**src/rtl/srt_pkg.sv**
```systemverilog
// Shared constants and control-state encoding for the SRT divider front end.
// Build option: SRT_PRENORM_DZ_EN adds the divide-by-zero state.
// Shared by srt_prenorm and the divider control.
package srt_pkg;

    localparam int OP_W = 8;
    localparam int SH_W = 3;
    localparam logic [SH_W-1:0] SH_MAX = SH_W'(OP_W - 1);

`ifdef SRT_PRENORM_DZ_EN
    typedef enum logic [2:0] {
        ST_IDLE  = 3'd0,
        ST_SHIFT = 3'd1,
        ST_ISSUE = 3'd2,
        ST_WAIT  = 3'd3,
        ST_DZ    = 3'd4
    } state_t;
`else
    typedef enum logic [2:0] {
        ST_IDLE  = 3'd0,
        ST_SHIFT = 3'd1,
        ST_ISSUE = 3'd2,
        ST_WAIT  = 3'd3
    } state_t;
`endif

endpackage

```
**src/rtl/srt_norm_shift.sv**
```systemverilog
// Divisor normalizer: holds the divisor and its shift count, shifting left one bit per enabled cycle.
// Latency: one bit per cycle; norm_done once the MSB is set or the count reaches SH_MAX.
// Backpressure: none; load has priority over shift_en.
module srt_norm_shift
    import srt_pkg::*;
(
    input  logic            clk,
    input  logic            resetn,
    input  logic            load,
    input  logic [OP_W-1:0] load_val,
    input  logic            shift_en,
    output logic [OP_W-1:0] d_q,
    output logic [SH_W-1:0] shamt_q,
    output logic            norm_done
);

    logic [OP_W-1:0] d_d;
    logic [SH_W-1:0] shamt_d;

    // Saturating at SH_MAX is what stops a zero divisor from shifting forever.
    assign norm_done = d_q[OP_W-1] | (shamt_q == SH_MAX);

    always_comb begin
        d_d     = d_q;
        shamt_d = shamt_q;
        if (load) begin
            d_d     = load_val;
            shamt_d = '0;
        end else if (shift_en && !norm_done) begin
            d_d     = {d_q[OP_W-2:0], 1'b0};
            shamt_d = shamt_q + SH_W'(1);
        end
    end

    always_ff @(posedge clk) begin
        if (!resetn) begin
            d_q     <= '0;
            shamt_q <= '0;
        end else begin
            d_q     <= d_d;
            shamt_q <= shamt_d;
        end
    end

endmodule

```
**src/rtl/srt_prenorm.sv**
```systemverilog
// SRT pre-normalizer: accepts n/d, left-justifies d, then pulses start and waits for div_done.
// Latency: start is high k+2 cycles after accept, k = leading zeros of d_in (capped at 7).
// Backpressure: in_ready only in IDLE; in_valid is ignored while busy. SRT_PRENORM_DZ_EN adds dz_err.
module srt_prenorm
    import srt_pkg::*;
(
    input  logic            clk,
    input  logic            resetn,
    input  logic            in_valid,
    output logic            in_ready,
    input  logic [OP_W-1:0] n_in,
    input  logic [OP_W-1:0] d_in,
    output logic [OP_W-1:0] n_out,
    output logic [OP_W-1:0] d_out,
    output logic [SH_W-1:0] shamt,
    output logic            start,
    input  logic            div_done
`ifdef SRT_PRENORM_DZ_EN
    ,
    output logic            dz_err
`endif
);

    state_t          state_q, state_d;
    logic [OP_W-1:0] n_q, n_d;
    logic            load;
    logic            shift_en;
    logic            norm_done;
    logic [OP_W-1:0] d_q;
    logic [SH_W-1:0] shamt_q;

    srt_norm_shift u_norm (
        .clk       (clk),
        .resetn    (resetn),
        .load      (load),
        .load_val  (d_in),
        .shift_en  (shift_en),
        .d_q       (d_q),
        .shamt_q   (shamt_q),
        .norm_done (norm_done)
    );

    always_comb begin
        state_d  = state_q;
        n_d      = n_q;
        load     = 1'b0;
        shift_en = 1'b0;
        in_ready = 1'b0;
        start    = 1'b0;
`ifdef SRT_PRENORM_DZ_EN
        dz_err   = 1'b0;
`endif
        case (state_q)
            ST_IDLE: begin
                in_ready = 1'b1;
                if (in_valid) begin
                    load    = 1'b1;
                    n_d     = n_in;
`ifdef SRT_PRENORM_DZ_EN
                    state_d = (d_in == '0) ? ST_DZ : ST_SHIFT;
`else
                    state_d = ST_SHIFT;
`endif
                end
            end
            ST_SHIFT: begin
                shift_en = 1'b1;
                if (norm_done) begin
                    state_d = ST_ISSUE;
                end
            end
            ST_ISSUE: begin
                start   = 1'b1;
                state_d = ST_WAIT;
            end
            ST_WAIT: begin
                if (div_done) begin
                    state_d = ST_IDLE;
                end
            end
`ifdef SRT_PRENORM_DZ_EN
            ST_DZ: begin
                dz_err  = 1'b1;
                state_d = ST_IDLE;
            end
`endif
            default: state_d = ST_IDLE;
        endcase
    end

    always_ff @(posedge clk) begin
        if (!resetn) begin
            state_q <= ST_IDLE;
            n_q     <= '0;
        end else begin
            state_q <= state_d;
            n_q     <= n_d;
        end
    end

    // The dividend is never shifted; the consumer undoes the divisor shift on the results.
    assign n_out = n_q;
    assign d_out = d_q;
    assign shamt = shamt_q;

endmodule

```
**config.mk**
```make
export PLATFORM = sky130hd
export DESIGN_NAME = srt_prenorm
export DESIGN_NICKNAME = d
export VERILOG_FILES = /design/src/rtl/srt_pkg.sv /design/src/rtl/srt_norm_shift.sv /design/src/rtl/srt_prenorm.sv
export SDC_FILE = /design/constraint.sdc
export NUM_CORES = 1
export LEC_CHECK = 0
export BUFFER_PORTS_ARGS = -buffer_cell sky130_fd_sc_hd__buf_4
export CORE_ASPECT_RATIO = 1.2
export CORE_UTILIZATION = 40
export CTS_BUF_LIST = sky130_fd_sc_hd__clkbuf_2 sky130_fd_sc_hd__clkbuf_4 sky130_fd_sc_hd__clkbuf_8
export DETAILED_ROUTE_END_ITERATION = 10
export PLACE_DENSITY = 0.69
export SLEW_MARGIN = 30
export SYNTH_ARGS = -nofsm -noshare
export SYNTH_HDL_FRONTEND = slang
export SYNTH_HIERARCHICAL = 1
export SYNTH_SLANG_ARGS = --single-unit
```
**constraint.sdc**
```tcl
create_clock -name clk -period 2.04 [get_ports clk]
set_clock_uncertainty 0.1 [all_clocks]
set_input_delay 0.408 -clock clk [delete_from_list [all_inputs] [get_ports clk]]
set_output_delay 0.408 -clock clk [all_outputs]
set_load 0.005 [all_outputs]
```
After elaboration in Yosys (flattened, before gate mapping)
Index checks and enable logic that the tools add are counted.
{"block": "word_totals", "reg_bits": 22}
{"block": "op_classes", "bitwise": 2, "n_eq_ne": 7, "n_addsub": 1, "reduce_logical": 7, "n_mux": 11}
{"cell": "8-bit 2-to-1 mux", "count": 2}
{"cell": "3-bit one-hot mux with 4 select lines", "count": 1}
{"cell": "3-bit 2-to-1 mux", "count": 3}
{"cell": "3-bit by 2-bit == test with 1-bit output (second input constant)", "count": 2}
{"cell": "1-bit 2-to-1 mux", "count": 5}
{"cell": "2-bit != test (second input constant)", "count": 2}
{"cell": "3-bit by 1-bit adder with 3-bit output (second input constant)", "count": 1}
{"cell": "3-bit by 1-bit == test with 1-bit output (second input constant)", "count": 1}
{"cell": "3-bit == test (second input constant)", "count": 1}
{"cell": "3-bit zero test", "count": 1}
{"cell": "3-bit AND reduction", "count": 1}
{"cell": "2-bit by 1-bit != test with 1-bit output (second input constant)", "count": 1}
{"cell": "2-bit AND reduction", "count": 1}
{"cell": "2-bit nonzero test", "count": 1}
{"cell": "2-bit OR reduction", "count": 1}
{"cell": "1-bit logical AND", "count": 1}
{"cell": "1-bit zero test", "count": 1}
{"cell": "1-bit inverter", "count": 1}
{"cell": "1-bit OR", "count": 1}

Depth between registers and ports, before layout
{"block": "depth", "depth_word": 6, "depth_mapped": 9, "mapped_depth_nobuf": 7}

Modules after synthesis
Netlist, hierarchy kept.
{"module": "srt_prenorm", "cells_per_inst": 58, "instances": 1, "area_per_inst_um2": 504.2}
{"module": "srt_norm_shift", "cells_per_inst": 58, "instances": 1, "area_per_inst_um2": 479.2}

Worst setup path after synthesis
Ideal clock, no wire load.
{"block": "synth_timing", "path_type": "register to register", "from": "reg state_q[0]", "to": "reg u_norm.d_q[7]", "arrival_ps": 1504, "period_less_slack_ps": 1724, "path_slack_ps": 316, "path_stages_with_launch": 10, "n_path_buf": 2, "path_cell_list": "dfxtp_1 -> inv_1 -> ha_1 -> buf_2 -> nand2_1 -> inv_1 -> clkbuf_1 -> inv_2 -> o21ai_0 -> a21oi_1"}
{"block": "synth_between", "elab_cells_between_ends": 7, "classes_between": "eq/ne: 1; mux: 3; reduce/logical: 3"}
{"item": "from (decl)", "line": "srt_prenorm.sv:24", "source": "state_t state_q, state_d;"}
{"item": "from (signal assigned)", "line": "srt_prenorm.sv:96", "source": "state_q <= state_d;"}
{"item": "3-bit zero test *", "line": "srt_prenorm.sv:53", "source": "case (state_q)"}
{"item": "1-bit 2-to-1 mux *", "line": "srt_prenorm.sv:53"}
{"item": "net load", "line": "srt_prenorm.sv:26", "source": "logic load;"}
{"item": "8-bit 2-to-1 mux or 2-bit nonzero test (tied branches)"}
{"item": "to (signal assigned)", "line": "srt_norm_shift.sv:37", "source": "d_q <= '0;"}
{"item": "to (signal assigned)", "line": "srt_norm_shift.sv:40", "source": "d_q <= d_d;"}
{"item": "to (decl)", "line": "srt_norm_shift.sv:12", "source": "output logic [OP_W-1:0] d_q,"}
Mark *: on every way through the listed nets, which the timed path passes. The rest lies on a longest branch.
A chain may end at the register's enable or synchronous reset.

Worst setup path after layout
{"block": "layout_timing", "from": "reg u_norm.shamt_q[0]", "to": "reg state_q[1]"}
{"block": "layout_between", "elab_chain_cells": 4}
{"item": "from (decl)", "line": "srt_norm_shift.sv:13", "source": "output logic [SH_W-1:0] shamt_q,"}
{"item": "from (signal assigned)", "line": "srt_norm_shift.sv:41", "source": "shamt_q <= shamt_d;"}
{"item": "3-bit == test", "line": "srt_norm_shift.sv:21", "source": "assign norm_done = d_q[OP_W-1] | (shamt_q == SH_MAX);"}
{"item": "1-bit OR", "line": "srt_norm_shift.sv:21"}
{"item": "net norm_done", "line": "srt_prenorm.sv:28", "source": "logic norm_done;"}
{"item": "2-bit by 1-bit != test with 1-bit output (no line)"}
{"item": "3-bit AND reduction (no line)"}
The timed path passes the listed nets, and every way through them passes these cells.

==> impl_summary.md <==
Layout
The layout overhead on the synthesized area is 35.88%. In the layout the commonest cells are buf_4, nand2_1, dfxtp_1, a21oi_1, nand3_1. Counting the fill cells in the layout gives 217. In the final layout, the share of cells above drive strength 1 is 0.3248. The library cell used most frequently in the layout, excluding fill and tap cells, is buf_4. The net count of the finished layout is 186. The count of cells in the finished layout, fillers not included, comes to 188.

The number of antenna diodes in the final layout is 0.

STA
The final sum of negative setup slack is 0 ns. Measured against its own limit, the worst slew margin works out to 0.7210. The total count of max-transition violations in the final report is 0. The post-layout minimum cycle time is 1.787 ns.

The final cycle utilization of the critical path is 0.8761. The final count of hold timing violations came to 0. For this run, the top clock speed supported by timing is 559.5 MHz. Setup violations remaining at the end of the flow were counted as 0. The transition at the pin with the smallest max-transition slack is 0.4180 ns.

Setup repair after global routing left no endpoint under its margin.

Clock network
After clock tree synthesis, the clock-pin slew on the worst setup and hold paths is 0.12 ns. The TritonCTS clock tree is done. The master cell of the clock root buffer is clkbuf_4. Once the clock tree was built, the resizer swapped 0 gates to a different size.

The later pin in the worst-skew pair is clocked with a latency of 0.30 ns. The depth of the CTS H-tree is 1. The clock sink total is 21. Counting the buffers created by CTS gives 3.

Counting along the longest clock path gives a buffer depth of 2.

Placed design
The congestion estimate from routability-driven global placement came to 0.7398. Detailed placement ended at an HPWL of 1654 um. The cell count after placement is 183. Input and output buffers added on the ports amount to 40.

Yosys
The async set-or-reset flop fraction in the synthesized netlist is 0. For this run, the leading register cell type out of synthesis is dfxtp_1. In this run the cell area of the synthesized design comes to 983.4 um2. Counting flops and latches in the post-synthesis netlist gives 21. The number of standard cells after synthesis is 116.

The net count after synthesis is 144. Sorting the synthesized cells by area gives the leading types as dfxtp_1, ha_1, nand2_1. The share of synthesized area in the top cell type comes to 0.4275. After synthesis, the netlist uses 21 different library cells. The number of enable flip-flop cells after synthesis is 0. The average size of a mapped cell is 8.478 um2.

The number of warnings issued by yosys is 6. The largest area contributor in the synthesized netlist is dfxtp_1. For this run, the register share of the synthesized area comes to 0.4275.

Critical path
The startpoint class of the critical path is a flop. The worst setup path is captured at a flop. Counting stages on the worst path, the most repeated cell is ha_1. The critical setup path kind is reg2reg.

The slowest stage cell on the critical path is dfxtp_1. At the worst endpoint, the required time is 2.18 ns. The worst path arrival time is 1.93 ns. The worst register-to-register path begins at u_norm/shamt_q[0]. Walking the worst path, the cells encountered are ha_1 > ha_1 > or2_2 > inv_1 > a222oi_1 > buf_4 > mux2i_1. Across all register-to-register paths, the minimum setup slack is 0.25 ns. The depth of the worst register-to-register path is 7. The endpoint identified for the worst register-to-register timing path is state_q[1].

In this design, the stage delay of the slowest critical-path cell is 0.40 ns. The highest fanout seen on the critical path is 3.

Route
The count of vias placed by the detailed router is 941. Summed over all layers, the routed wires come to 2215 um. The initial detailed-routing violation count is 11. The post-route DRC violation count is 0. In the final routed layout, each cell accounts on average for 11.78 um. The number of nets with antenna violations after routing is 0. The via-per-instance ratio is 5.005. The number of iterations in the first detailed-routing pass is 4.

Floorplanning
The number of standard-cell rows in the floorplan is 19. The initial core utilization is 0.4265. The standard cell core area is 2306 um2.

The floorplan step defined a die boundary enclosing 2662 um2. The count of boundary I/O pins is 41. The die height is 56.32 um. The floorplan step set the die width to 47.27 um.

Global routing
The number of global-route vias before repair is 892. The wire length of the first global-routing pass is 3746 um. The pin count of the biggest net entering global routing is 22. Global routing finished with a remaining overflow of 0. The initial antenna violation count is 0. Across every metal layer, demand over resource in global routing totals 0.1890.

Pwr
The internal power contribution is 0.0009215 W. For this design the total switching power over the nets is 0.0005561 W. VDD sags by at most 0.6627 mV.

The share of total power dissipated in the clock network is 0.138. The overall power consumption is 0.001478 W. The ratio of total power to cell area is 1106 nW/um2. Of the total power, combinational logic draws 0.456. The switching power share of the total is 0.3764. The share of total power in sequential cells is 0.406. Summed over all cells, the static leakage comes to 0.6197 nW.

Worst hold path
The worst hold path passes through 3 cells. The sink of the worst hold path is u_norm/d_q[0]. The hold path startpoint is d_in[0]. The tightest min-delay check is of the in2reg type.

Status
The flow ran to the end, and the final reports show no timing, DRC or antenna violations.

Run
The count of max-cap constraint violations is 0.
per-layer routing:
layer,global-route usage,vias to the layer above,part of all wire
met1,0.2359,427,0.45
li1,-,477,-
met2,0.3170,35,0.48
met4,0.07347,0,0.0054
met3,0.01929,2,0.057
met5,0,-,0
flip-flops by register name (all words and copies together), names as in the netlist:
signal,count
state_q,2
n_out,8
u_norm/d_q,8
u_norm/shamt_q,3
synthesized netlist by cell type (2+ instances only):
| master | n |
|---|---|
| a21oi_1 | 16 |
| mux2i_1 | 2 |
| inv_2 | 2 |
| clkbuf_1 | 2 |
| inv_1 | 6 |
| dfxtp_1 | 21 |
| nand2_1 | 24 |
| o21ai_0 | 7 |
| a21boi_0 | 8 |
| ha_1 | 8 |
| buf_2 | 2 |
| nand3_1 | 9 |
per-stage QoR:
step | hold WS, ns | util | instance area, um2 | worst slack, ns
after CTS | 0.2380 | 0.5762 | 1329 | 0.1229
after global placement | 0.3541 | 0.5643 | 1301 | 0.2386
after floorplan | 0.3589 | - | 983.4 | 0.3160
after detailed placement | 0.3605 | 0.5643 | 1301 | 0.1680
after global routing | 0.2463 | 0.5795 | 1336 | 0.05721
final | 0.2489 | 0.5795 | 1336 | 0.2527
power by group through the flow:
stage / Clock [W] / Sequential [W] / Combinational (W)
after global routing: 0.000235 / 0.000617 / 0.000767
after floorplan: 0 / 0.000603 / 0.000391
final: 0.000204 / 0.000600 / 0.000673
after CTS: 0.000215 / 0.000601 / 0.000663
after detailed placement: 0 / 0.000610 / 0.000662
after global placement: 0 / 0.000604 / 0.000647
critical path: cells and delay by family (launching register included):
kind,cells,cell delay [ns]
buffers and inverters,2,0.21
DFF,1,0.40
adders and majority gates,2,0.40
AOI/OAI and AO/OA,1,0.32
and+or+nand+nor,1,0.13
muxes,1,0.16
repair_timing:
item,in CTS,in global routing
hold buffers,0,0
setup buffers,0,1
setup endpoints to repair,0,2
kinds of logic after synthesis:
kind of cell             Yosys count  share of synthesized area
AO/OA/AOI/OAI                     34                     0.2036
adder cells (fa/ha/maj)            8                     0.1018
flip-flops                        21                     0.4275
AND/OR/NAND/NOR                   37                     0.1781
multiplexers                       2                    0.02036
buffers and inverters             13                    0.05980
XOR/XNOR                           1                   0.008907
worst max path at each step:
stage	endpoint	slack [ns]	startpoint	cells after the start
2_1_floorplan	u_norm/d_q[7]	0.32	state_q[0]	9
3_3_place_gp	state_q[0]	0.24	u_norm/shamt_q[0]	6
3_5_place_dp	state_q[1]	0.17	u_norm/shamt_q[0]	6
4_1_cts	state_q[1]	0.12	u_norm/shamt_q[0]	6
5_1_grt	u_norm/d_q[3]	0.06	state_q[0]	7
6_report	state_q[1]	0.25	u_norm/shamt_q[0]	7
layout make-up:
type	instances	area, um2	share of cell area
Clock inverter	1	5.005	0.003745
Timing Repair Buffer	42	315.3	0.2360
Sequential cell	21	420.4	0.3146
Multi-Input combinational cell	82	504.2	0.3773
Inverter	8	30.03	0.02247
Clock buffer	3	22.52	0.01685
Tap cell	31	38.79	0.02903
Power figures use the tool's default switching activity.
